==> config.mk <==
export PLATFORM = sky130hd
export DESIGN_NAME = sha256_arbiter_flat
export DESIGN_NICKNAME = d
export VERILOG_FILES = /design/src/rtl/sha256_arbiter_if.sv /design/src/rtl/sha256_arbiter.sv /design/src/flat_wrapper.sv
export SDC_FILE = /design/constraint.sdc
export NUM_CORES = 1
export LEC_CHECK = 0
export ABC_CLOCK_PERIOD_IN_PS = 2140
export CORE_AREA = 2 2 125 127
export CTS_BUF_LIST = sky130_fd_sc_hd__clkbuf_8
export DETAILED_ROUTE_END_ITERATION = 8
export DIE_AREA = 0 0 127 129
export GPL_TIMING_DRIVEN = 0
export PLACE_DENSITY = 0.74
export SYNTH_ARGS = -nofsm -noshare
export SYNTH_HDL_FRONTEND = slang
export SYNTH_SLANG_ARGS = --single-unit
==> constraint.sdc <==
create_clock -name clk -period 2.14 [get_ports clk]
set_clock_uncertainty 0.05 [all_clocks]
set_input_delay 0.428 -clock clk [delete_from_list [all_inputs] [get_ports clk]]
set_output_delay 0.428 -clock clk [all_outputs]
set_load 0.005 [all_outputs]
==> src/rtl/sha256_arbiter_if.sv <==
// Requester-side and core-side signal bundle for the shared SHA-256 core arbiter.
// The arbiter takes the slave modport; requesters and the core model take the master modport.
interface sha256_arbiter_if #(
    parameter int unsigned NUM_REQ = 2,
    parameter int unsigned ADDR_W  = 6
);
    logic [NUM_REQ-1:0]        req;
    logic [NUM_REQ-1:0]        req_go;
    logic [NUM_REQ*64-1:0]     req_msg_size;
    logic [NUM_REQ-1:0]        req_wen;
    logic [NUM_REQ*ADDR_W-1:0] req_waddr;
    logic [NUM_REQ*32-1:0]     req_wword;
    logic [NUM_REQ-1:0]        resp_ack;
    logic [NUM_REQ-1:0]        gnt;
    logic [NUM_REQ-1:0]        resp_valid;
    logic                      resp_err;
    logic                      busy;
    logic                      core_wen;
    logic [ADDR_W-1:0]         core_waddr;
    logic [31:0]               core_wword;
    logic [63:0]               core_msg_size;
    logic                      core_start;
    logic                      core_reset;
    logic                      core_done;

    modport slave (
        input  req, req_go, req_msg_size, req_wen, req_waddr, req_wword, resp_ack, core_done,
        output gnt, resp_valid, resp_err, busy, core_wen, core_waddr, core_wword,
               core_msg_size, core_start, core_reset
    );

    modport master (
        output req, req_go, req_msg_size, req_wen, req_waddr, req_wword, resp_ack, core_done,
        input  gnt, resp_valid, resp_err, busy, core_wen, core_waddr, core_wword,
               core_msg_size, core_start, core_reset
    );
endinterface

==> src/rtl/sha256_arbiter.sv <==
// Round-robin arbiter sharing one sha256_core between NUM_REQ requesters,
// with a RUN-phase watchdog that aborts and resets the core on a missing done.
module sha256_arbiter #(
    parameter int unsigned NUM_REQ         = 2,
    parameter int unsigned MSG_BUFFER_SIZE = 64,
    parameter int unsigned TIMEOUT         = 4096
) (
    input  logic            clk,
    input  logic            reset,
    sha256_arbiter_if.slave bus
);
    localparam int unsigned ADDR_W = $clog2(MSG_BUFFER_SIZE);
    localparam int unsigned G_W    = $clog2(NUM_REQ);
    localparam int unsigned CNT_W  = $clog2(TIMEOUT);

    typedef enum logic [2:0] {IDLE, GRANT, RUN, RESP, ABORT} state_t;

    state_t             state, state_n;
    logic [G_W-1:0]     g, g_n;
    logic [G_W-1:0]     ptr, ptr_n;
    logic [CNT_W-1:0]   cnt, cnt_n;

    logic [NUM_REQ-1:0] gnt_q, resp_valid_q, g_n_oh;
    logic               resp_err_q, resp_err_n;
    logic               busy_q, core_start_q;
    logic [63:0]        core_msg_size_q, core_msg_size_n;

    logic               sel_req, sel_go, sel_wen, sel_ack;
    logic [ADDR_W-1:0]  sel_waddr;
    logic [31:0]        sel_wword;
    logic [63:0]        sel_size;

    logic               found_hi, found_lo, found;
    logic [G_W-1:0]     pick_hi, pick_lo, pick;

    // Slice out the granted requester's signals and decode the next grant one-hot
    always_comb begin
        sel_req   = 1'b0;
        sel_go    = 1'b0;
        sel_wen   = 1'b0;
        sel_ack   = 1'b0;
        sel_waddr = '0;
        sel_wword = '0;
        sel_size  = '0;
        g_n_oh    = '0;
        for (int i = 0; i < int'(NUM_REQ); i++) begin
            if (G_W'(i) == g) begin
                sel_req   = bus.req[i];
                sel_go    = bus.req_go[i];
                sel_wen   = bus.req_wen[i];
                sel_ack   = bus.resp_ack[i];
                sel_waddr = bus.req_waddr[i*ADDR_W +: ADDR_W];
                sel_wword = bus.req_wword[i*32 +: 32];
                sel_size  = bus.req_msg_size[i*64 +: 64];
            end
            if (G_W'(i) == g_n) begin
                g_n_oh[i] = 1'b1;
            end
        end
    end

    // Round-robin pick: lowest index above ptr wins, otherwise wrap to lowest at or below ptr
    always_comb begin
        found_hi = 1'b0;
        found_lo = 1'b0;
        pick_hi  = '0;
        pick_lo  = '0;
        for (int j = int'(NUM_REQ) - 1; j >= 0; j--) begin
            if (bus.req[j]) begin
                if (G_W'(j) > ptr) begin
                    found_hi = 1'b1;
                    pick_hi  = G_W'(j);
                end else begin
                    found_lo = 1'b1;
                    pick_lo  = G_W'(j);
                end
            end
        end
        found = found_hi | found_lo;
        pick  = found_hi ? pick_hi : pick_lo;
    end

    // Next-state logic
    always_comb begin
        state_n         = state;
        g_n             = g;
        ptr_n           = ptr;
        cnt_n           = cnt;
        resp_err_n      = resp_err_q;
        core_msg_size_n = core_msg_size_q;
        unique case (state)
            IDLE: begin
                if (found) begin
                    state_n = GRANT;
                    g_n     = pick;
                end
            end
            GRANT: begin
                if (!sel_req) begin
                    state_n = IDLE;
                    ptr_n   = g;
                end else if (sel_go) begin
                    state_n         = RUN;
                    cnt_n           = '0;
                    core_msg_size_n = sel_size;
                end
            end
            RUN: begin
                if (bus.core_done) begin
                    state_n    = RESP;
                    resp_err_n = 1'b0;
                end else if (cnt == CNT_W'(TIMEOUT - 1)) begin
                    state_n = ABORT;
                end else begin
                    cnt_n = cnt + CNT_W'(1);
                end
            end
            ABORT: begin
                state_n    = RESP;
                resp_err_n = 1'b1;
            end
            RESP: begin
                if (sel_ack) begin
                    state_n    = IDLE;
                    ptr_n      = g;
                    resp_err_n = 1'b0;
                end
            end
            default: state_n = IDLE;
        endcase
    end

    // State and registered outputs, all derived from the next state
    always_ff @(posedge clk) begin
        if (reset) begin
            state           <= IDLE;
            g               <= '0;
            ptr             <= G_W'(NUM_REQ - 1);
            cnt             <= '0;
            gnt_q           <= '0;
            resp_valid_q    <= '0;
            resp_err_q      <= 1'b0;
            busy_q          <= 1'b0;
            core_start_q    <= 1'b0;
            core_msg_size_q <= '0;
        end else begin
            state           <= state_n;
            g               <= g_n;
            ptr             <= ptr_n;
            cnt             <= cnt_n;
            gnt_q           <= (state_n != IDLE) ? g_n_oh : '0;
            resp_valid_q    <= (state_n == RESP) ? g_n_oh : '0;
            resp_err_q      <= resp_err_n;
            busy_q          <= (state_n != IDLE);
            core_start_q    <= (state == GRANT) && (state_n == RUN);
            core_msg_size_q <= core_msg_size_n;
        end
    end

    assign bus.gnt           = gnt_q;
    assign bus.resp_valid    = resp_valid_q;
    assign bus.resp_err      = resp_err_q;
    assign bus.busy          = busy_q;
    assign bus.core_start    = core_start_q;
    assign bus.core_msg_size = core_msg_size_q;

    // Write port is open only to the granted requester, and only while loading
    assign bus.core_wen   = (state == GRANT) && sel_wen;
    assign bus.core_waddr = (state == GRANT) ? sel_waddr : '0;
    assign bus.core_wword = (state == GRANT) ? sel_wword : '0;
    assign bus.core_reset = reset || (state == ABORT);
endmodule

==> src/flat_wrapper.sv <==
// flat-port wrapper written by rule: the top's interface ports become plain ports
module sha256_arbiter_flat 
#(
    parameter int unsigned NUM_REQ         = 2,
    parameter int unsigned MSG_BUFFER_SIZE = 64,
    parameter int unsigned TIMEOUT         = 4096
)
  (clk, reset, bus_req, bus_req_go, bus_req_msg_size, bus_req_wen, bus_req_waddr, bus_req_wword, bus_resp_ack, bus_core_done, bus_gnt, bus_resp_valid, bus_resp_err, bus_busy, bus_core_wen, bus_core_waddr, bus_core_wword, bus_core_msg_size, bus_core_start, bus_core_reset);
  sha256_arbiter_if #(.NUM_REQ(NUM_REQ), .ADDR_W((6))) bus_i ();
  input  logic clk;
  input  logic reset;
  input wire logic [$bits(bus_i.req)-1:0] bus_req;
  input wire logic [$bits(bus_i.req_go)-1:0] bus_req_go;
  input wire logic [$bits(bus_i.req_msg_size)-1:0] bus_req_msg_size;
  input wire logic [$bits(bus_i.req_wen)-1:0] bus_req_wen;
  input wire logic [$bits(bus_i.req_waddr)-1:0] bus_req_waddr;
  input wire logic [$bits(bus_i.req_wword)-1:0] bus_req_wword;
  input wire logic [$bits(bus_i.resp_ack)-1:0] bus_resp_ack;
  input wire logic [$bits(bus_i.core_done)-1:0] bus_core_done;
  output wire logic [$bits(bus_i.gnt)-1:0] bus_gnt;
  output wire logic [$bits(bus_i.resp_valid)-1:0] bus_resp_valid;
  output wire logic [$bits(bus_i.resp_err)-1:0] bus_resp_err;
  output wire logic [$bits(bus_i.busy)-1:0] bus_busy;
  output wire logic [$bits(bus_i.core_wen)-1:0] bus_core_wen;
  output wire logic [$bits(bus_i.core_waddr)-1:0] bus_core_waddr;
  output wire logic [$bits(bus_i.core_wword)-1:0] bus_core_wword;
  output wire logic [$bits(bus_i.core_msg_size)-1:0] bus_core_msg_size;
  output wire logic [$bits(bus_i.core_start)-1:0] bus_core_start;
  output wire logic [$bits(bus_i.core_reset)-1:0] bus_core_reset;
  assign bus_i.req = bus_req;
  assign bus_i.req_go = bus_req_go;
  assign bus_i.req_msg_size = bus_req_msg_size;
  assign bus_i.req_wen = bus_req_wen;
  assign bus_i.req_waddr = bus_req_waddr;
  assign bus_i.req_wword = bus_req_wword;
  assign bus_i.resp_ack = bus_resp_ack;
  assign bus_i.core_done = bus_core_done;
  assign bus_gnt = bus_i.gnt;
  assign bus_resp_valid = bus_i.resp_valid;
  assign bus_resp_err = bus_i.resp_err;
  assign bus_busy = bus_i.busy;
  assign bus_core_wen = bus_i.core_wen;
  assign bus_core_waddr = bus_i.core_waddr;
  assign bus_core_wword = bus_i.core_wword;
  assign bus_core_msg_size = bus_i.core_msg_size;
  assign bus_core_start = bus_i.core_start;
  assign bus_core_reset = bus_i.core_reset;
  sha256_arbiter #(.NUM_REQ(NUM_REQ), .MSG_BUFFER_SIZE(MSG_BUFFER_SIZE), .TIMEOUT(TIMEOUT)) u_core (.clk(clk), .reset(reset), .bus(bus_i));
endmodule
Word-level counts from Yosys, hierarchy flattened

Index checks and enable logic that the tools add are counted.

Word-level logic and storage cells: 88
Bits in registers: 88
Input bits: 215

Equal/unequal tests: 14
Reductions and logical operators: 14
Magnitude comparators: 2
Bitwise logic cells: 3
Add/sub/neg operators: 1
Mux-type cells: 44

Operator list:

| kind                    | number |
|---|---|
| $mux W32                | 2 |
| $mux W64                | 1 |
| $mux W12                | 4 |
| $mux W1                 | 25 |
| $pmux W12 S2            | 1 |
| $mux W3                 | 6 |
| $pmux W3 S5             | 1 |
| $add A12 B1 Y12 const B | 1 |
| $eq A12 B12 Y1 const B  | 1 |
| $eq A3 B2 Y1 const B    | 4 |
| $mux W6                 | 2 |
| $reduce_and A3 Y1       | 3 |
| $ne A2 B2 Y1 const B    | 4 |
| $ne A2 B1 Y1 const B    | 3 |
| $reduce_bool A3 Y1      | 2 |
| $reduce_and A5 Y1       | 1 |
| $reduce_bool A2 Y1      | 2 |
| $reduce_or A2 Y1        | 2 |
| $eq A3 B1 Y1 const B    | 1 |
| $eq A3 B3 Y1 const B    | 1 |
| $logic_not A3 Y1        | 1 |
| $pmux W1 S3             | 1 |
| $gt A1 B1 Y1 const A    | 2 |
| $logic_and A1 B1 Y1     | 2 |
| other kinds (4)         | 5 |

Logic depth before layout (Yosys ltp)

Gate-level depths: netlist of the first run.

Depth in word-level cells: 11
Depth in mapped cells: 9

Worst setup path before layout of the first run

No wires, ideal clock.

Kind: register -> output
Start: register u_core.g
End: output bus_core_waddr[0]
Required time: 1.662 ns
Buffers on the path: 3
Path slack: -0.067 ns
Stages on the path, launching flop included: 6
Data arrival time: 1.729 ns
Path through: dfxtp_1 > clkbuf_1 > buf_1 > clkbuf_1 > mux2i_1 > nor2_1

Cells in the longest elaborated chain, start to end: 2

RTL lines:

| item                   | RTL line              | RTL |
|---|---|---|
| start, declared        | sha256_arbiter.sv:19  | `logic [G_W-1:0] g, g_n;` |
| start signal, assigned | sha256_arbiter.sv:148 | `g <= g_n;` |
| $mux W6                | sha256_arbiter.sv:47  | `if (G_W'(i) == g) begin` |
| $mux W6                | sha256_arbiter.sv:169 | `assign bus.core_waddr = (state == GRANT) ? sel_waddr : '0;` |
| end, declared          | flat_wrapper.sv:25    | `output wire logic [$bits(bus_i.core_waddr)-1:0] bus_core_waddr;` |

Every way passes these cells.

Worst setup path in the final report of the first run

Start: register u_core.state[2]
End: output bus_core_wword[5]

Cells in the longest elaborated chain, start to end: 2

RTL lines:

| item                   | RTL line              | RTL |
|---|---|---|
| start, declared        | sha256_arbiter.sv:18  | `state_t state, state_n;` |
| start signal, assigned | sha256_arbiter.sv:147 | `state <= state_n;` |
| $eq A3 B1 Y1           | sha256_arbiter.sv:170 | `assign bus.core_wword = (state == GRANT) ? sel_wword : '0;` |
| $mux W32               | sha256_arbiter.sv:170 |  |
| end, declared          | flat_wrapper.sv:26    | `output wire logic [$bits(bus_i.core_wword)-1:0] bus_core_wword;` |

Every way passes these cells.

==> results of run 1 <==
-- metrics by stage --
step           total power [mW]  hold slack (ns)  worst slack (ns)
2_1_floorplan              2.43            0.396            0.0313
3_3_place_gp               3.34            0.413             -1.09
3_5_place_dp               3.35            0.423             -1.10
4_1_cts                    4.90            0.443            -0.168
5_1_grt                    5.41            0.462            -0.173
6_report                   5.16            0.442            -0.122
-- power by group --
part	switching (mW)	internal [mW]	total [mW]	leakage [nW]
clock	0.592	0.747	1.34	0.125
combinational	0.823	1.20	2.02	2.47
sequential	0.0525	1.74	1.79	0.716
total	1.47	3.69	5.16	3.31
-- cells in the final DEF, fill, tap and decap left out, types with 5 or more instances in the layout --
master	netlist	layout
a211oi_1	64	62
a21oi_1	11	9
buf_12	0	5
buf_2	7	35
buf_4	0	23
buf_6	0	22
buf_8	0	6
clkbuf_1	29	13
clkbuf_16	0	6
clkbuf_2	0	6
clkbuf_8	0	17
clkdlybuf4s50_1	0	284
dfxtp_1	88	85
inv_1	5	7
mux2i_1	107	77
mux2i_2	0	8
mux2i_4	0	22
nand2_1	8	8
nand3_1	7	5
nor2_1	115	83
nor2_2	0	8
nor2_4	0	24
o21ai_0	7	7
or3_1	6	5
-- kinds of logic (layout without fill, tap and decap cells) --
group	after synthesis	count (layout)	synth area share, %
fa+ha+maj	1	1	0.281
simple gates	160	160	15.9
compound gates	98	98	15.8
mux	107	107	24.1
flops	88	88	39.6
xor+xnor	1	1	0.197
buf+inv	47	430	4.17
-- layout make-up --
class | instances | area (um2) | area share, %
Timing Repair Buffer | 369 | 3590 | 38.5
Multi-Input combinational cell | 367 | 3100 | 33.2
Sequential cell | 88 | 1770 | 19.0
Buffer | 40 | 383 | 4.11
Tap cell | 188 | 235 | 2.52
Clock buffer | 12 | 165 | 1.77
Clock inverter | 4 | 67.6 | 0.724
Inverter | 5 | 18.8 | 0.201
-- worst min-delay path: stages (launching register included) --
cell      delay [ns]
dfxtp_1         0.34
mux2i_1         0.07
nand2b_1        0.06
-- worst max path at each step --
stage                               start                           end  slack, ns  cells after the start
after global routing      u_core.state[2]             bus_core_wword[6]      -0.17                      6
after floorplan           u_core.state[0]  u_core.bus.core_msg_size[21]       0.03                      7
after detailed placement         u_core.g            bus_core_wword[28]      -1.10                      6
after CTS                 u_core.state[0]             bus_core_wword[9]      -0.17                      7
after global placement           u_core.g            bus_core_wword[30]      -1.09                      6
final                     u_core.state[2]             bus_core_wword[5]      -0.12                      6
-- timing repair --
action | CTS | global route
endpoints found under the hold margin | 0 | 0
gates resized for setup | 262 | 119
setup buffers | 24 | 13
setup endpoints to repair | 123 | 116
cloned | 4 | 3
pin swaps | 27 | 14
-- sequential cells by signal, indices dropped and copies added (netlist names) --
register	flops
u_core.ptr	1
u_core.bus.core_start	1
u_core.bus.gnt	2
u_core.bus.busy	1
u_core.bus.resp_valid	2
u_core.bus.core_msg_size	64
u_core.state	3
u_core.cnt	12
u_core.bus.resp_err	1
u_core.g	1
-- layer usage --
layer  track usage [%]  share of wire [%]  routed length, um
met5                 0                  0                  0
met4              7.82                2.6                491
met3              4.20                6.4               1220
met2              38.9                 52               9870
met1              25.3                 39               7550
==> results.json, run 1 <==
{
  "tns_ns": -1.10,
  "hold_buffers": 0,
  "worstHoldStart": "u_core.ptr",
  "critPathTopFamily": "buffers and inverters",
  "dpl.cell_count": 1015,
  "dp_hpwl_um": 14100,
  "fin_cells": 1073,
  "cts_buffers": 9,
  "wl_per_cell_um": 17.8,
  "tightest_slew_ns": 0.810,
  "r2r_cells": 8,
  "crit_required_ns": 1.66,
  "grt_usage_pct": 21.5,
  "nets": 1096,
  "htreeDepth": 3,
  "netlist_instances": 502,
  "r2r_end": "u_core.cnt[8]",
  "synth_edf_count": 0,
  "syn-cell-area_mm2": 0.00444,
  "grt_max_degree": 14,
  "holdPathStages": 2,
  "drt_iter0_markers": 151,
  "cts_root_buf": "clkbuf_8",
  "setup_viol": 17,
  "power_density_mw_per_mm2": 553,
  "die_width_um": 127,
  "critPathKind": "flip-flop to primary output",
  "post-route-util_pct": 62.3,
  "cts_tree": "done",
  "die-area_mm2": 0.0164,
  "clock_sinks": 88,
  "antenna_found_initial": 0,
  "gp_congestion": 0.780,
  "worstPathArrival_ns": 1.78,
  "ys_ff_latch": 88,
  "status": "finished, violations left",
  "drive_above_1_share_pct": 23.2,
  "diodes": 0,
  "via_per_inst": 4.81,
  "drtPass1Iterations": 4,
  "async_flop_share_pct": 0,
  "route.detailed.drc": 0,
  "maxCapViolCount": 0,
  "violations": "setup timing",
  "fin_crit_sh_pct": 106,
  "core_area_mm2": 0.0150,
  "max_freq_mhz": 442,
  "grt_pass1_wl_um": 27200,
  "fin_crit_ns": 2.26,
  "synth_area_leaders": "dfxtp_1, mux2i_1, a211oi_1",
  "max_stage_delay_ns": 0.45,
  "syn_nets": 718,
  "area_delta_synth_final_pct": 110,
  "slew_viol_final": 0,
  "clk_pin_slew_ns": 0.09,
  "dpl_cell_area_mm2": 0.00794,
  "rrSetupSlack_ns": 0.03,
  "fill_cells": 1288,
  "yosysSeqAreaShare_pct": 39.6,
  "vdd_drop_max_mv": 0.287,
  "hold_path.class": "flip-flop to flip-flop",
  "grt_remaining_overflow": 0,
  "critical_path.cell_chain": "or3b_4 > buf_6 > clkbuf_16 > buf_6 > nor2_1 > buf_2",
  "start_util_pct": 29.7,
  "synth.distinct_cells": 39,
  "crit_top_cell": "buf_6",
  "vias": 5165,
  "ys.warnings.count": 0,
  "r2r-start": "u_core.state[2]",
  "hold_viol_final": 0,
  "antenna_left": 0,
  "rows": 45,
  "synth_ff_type": "dfxtp_1",
  "grt_pass1_vias": 5023,
  "crit_fanout": 5,
  "die_y_um": 129,
  "critPathSlowestCell": "or3b_4",
  "fin_area_mm2": 0.00933,
  "synth_most_common_cell": "nor2_1",
  "rsz0062_at_grt": "true",
  "insertion_delay_ns": 0.36,
  "setup_slack_ns": -0.122,
  "relSlewSlack_pct": 46.0,
  "end_kind": "primary output",
  "port_buffers": 325,
  "yosys.area.top_type": "dfxtp_1",
  "ioPinCount": 326,
  "yosysTopAreaCellShare_pct": 39.6,
  "cp-start-kind": "flip-flop",
  "cts_buffer_depth": 2,
  "synth_area_per_cell_um2": 8.85,
  "synth_commonest_cells": "nor2_1, mux2i_1, dfxtp_1, a211oi_1, clkbuf_1",
  "hold_path_end": "u_core.ptr",
  "p_leak_nw": 3.31,
  "routed_wl_um": 19100,
  "crit_buf_inv": 4
}
Note: power is estimated with default switching activity, not from simulation.
==> run 2, diff against run 1 <==
--- a/config.mk
+++ b/config.mk
@@ -12,6 +12,7 @@
 export DIE_AREA = 0 0 127 129
 export GPL_TIMING_DRIVEN = 0
 export PLACE_DENSITY = 0.74
+export SETUP_SLACK_MARGIN = 0.1
 export SYNTH_ARGS = -nofsm -noshare
 export SYNTH_HDL_FRONTEND = slang
 export SYNTH_SLANG_ARGS = --single-unit
==> results.json, run 2 (same netlist as run 1, synthesis figures left out) <==
{
  "die-area_mm2": 0.0164,
  "ioPinCount": 326,
  "holdWs_ns": 0.435,
  "antenna_left": 0,
  "power.net_switching_mw": 1.60,
  "gp_congestion": 0.826,
  "start_util_pct": 29.7,
  "drive_above_1_share_pct": 33.6,
  "relSlewSlack_pct": 47.7,
  "grt_usage_pct": 23.1,
  "diodes": 0,
  "clockPowerShare_pct": 24.2,
  "fin_crit_ns": 2.27,
  "grt_max_degree": 15,
  "seq_power_share_pct": 34.9,
  "die_width_um": 127,
  "end_kind": "primary output",
  "dp_hpwl_um": 14600,
  "setup_slack_ns": -0.134,
  "via_per_inst": 5.03,
  "routed_wl_um": 22000,
  "htreeDepth": 3,
  "hold_buffers": 0,
  "cts_tree": "done",
  "dpl.cell_count": 1015,
  "maxCapViolCount": 0,
  "area_delta_synth_final_pct": 124,
  "antenna_found_initial": 0,
  "violations": "setup timing",
  "intPower_mw": 3.62,
  "hold_path.class": "flip-flop to flip-flop",
  "switching_share_pct": 30.7,
  "setup_viol": 48,
  "vias": 5394,
  "status": "finished, violations left",
  "crit_fanout": 10,
  "cp-start-kind": "flip-flop",
  "slew_viol_final": 0,
  "tightest_slew_ns": 0.784,
  "grt_pass1_vias": 5060,
  "power_density_mw_per_mm2": 526,
  "port_buffers": 325,
  "hold_viol_final": 0,
  "clock_sinks": 88,
  "grt_pass1_wl_um": 29000,
  "clk_pin_slew_ns": 0.09,
  "fin_cells": 1072,
  "largest_reg_flops": 64,
  "route.detailed.drc": 0,
  "wl_per_cell_um": 20.5,
  "cts_buffer_depth": 2,
  "core_area_mm2": 0.0150,
  "crit_required_ns": 1.66,
  "rows": 45,
  "p_leak_nw": 3.52,
  "cts_buffers": 9,
  "nets": 1095,
  "max_freq_mhz": 440,
  "rsz0062_at_grt": "true",
  "final_common_cell": "clkdlybuf4s50_1",
  "vdd_drop_max_mv": 0.376,
  "cts_root_buf": "clkbuf_8",
  "drtPass1Iterations": 5,
  "final_cell_mix": "clkdlybuf4s50_1, mux2i_1, dfxtp_1, a211oi_2, nor2_4",
  "fin_crit_sh_pct": 106,
  "critPathKind": "flip-flop to primary output",
  "insertion_delay_ns": 0.37,
  "grt_remaining_overflow": 0,
  "drt_iter0_markers": 251,
  "worstPathArrival_ns": 1.80,
  "die_y_um": 129,
  "power_frac_comb_pct": 40.9
}
-- run 2: final cells by class --
type                       count  area [um2]
buffer                        40         514
clock buffer                   9         124
clock inverter                 7        88.8
fill                        1163        5040
inverter                       5        18.8
multi-input combinational    368        3460
sequential                    88        1770
tap                          188         235
timing repair buffer         367        3730
-- run 2: per-layer routing --
| metal | track usage (%) | vias up | part of all wire, % |
|---|---|---|---|
| met1 | 28.2 | 2516 | 39 |
| met5 | 0 | - | 0 |
| met3 | 7.90 | 55 | 7.7 |
| met2 | 39.1 | 262 | 50 |
| met4 | 5.82 | 0 | 2.8 |
| li1 | - | 2561 | - |
-- run 2: critical path, stage by stage (launching register included) --
cell,delay [ns]
dfxtp_1,0.36
buf_8,0.14
buf_8,0.16
clkbuf_8,0.22
mux2i_1,0.35
nor2_4,0.07
buf_6,0.12
-- run 2: power by group through the flow --
stage	logic [mW]	registers [mW]	clock network, mW
after CTS	1.76	1.80	1.28
final	2.14	1.82	1.27
after global routing	2.25	1.83	1.36
after global placement	1.51	1.83	0
after floorplan	0.599	1.83	0
after detailed placement	1.51	1.83	0
-- run 2: final timing paths --
check,start,to,slack (ns),cells after the start
max,u_core.g,bus_core_wword[15],-0.13,6
max reg2reg,u_core.state[2],u_core.cnt[6],-0.10,9
min,u_core.ptr,u_core.ptr,0.43,2
min reg2reg,u_core.ptr,u_core.ptr,0.43,2
-- run 2: timing repair --
action	4_1_cts	5_1_grt
setup endpoints to repair	123	122
pin swaps	62	56
setup buffers	18	10
gates resized for setup	298	209
cloned	4	11
-- run 2: per-stage QoR --
step | setup WS (ns) | total power, mW | setup TNS [ns] | area (um2) | util, %
floorplan | 0.0591 | 2.43 | 0 | 4450 | -
detailed placement | -0.991 | 3.35 | -78.20 | 7940 | 53.0
finish | -0.134 | 5.22 | -4.02 | 9930 | 66.3
CTS | -0.176 | 4.84 | -7.29 | 8820 | 58.9
global route | -0.213 | 5.44 | -8.60 | 9930 | 66.3
global placement | -0.934 | 3.33 | -72.62 | 7940 | 53.0
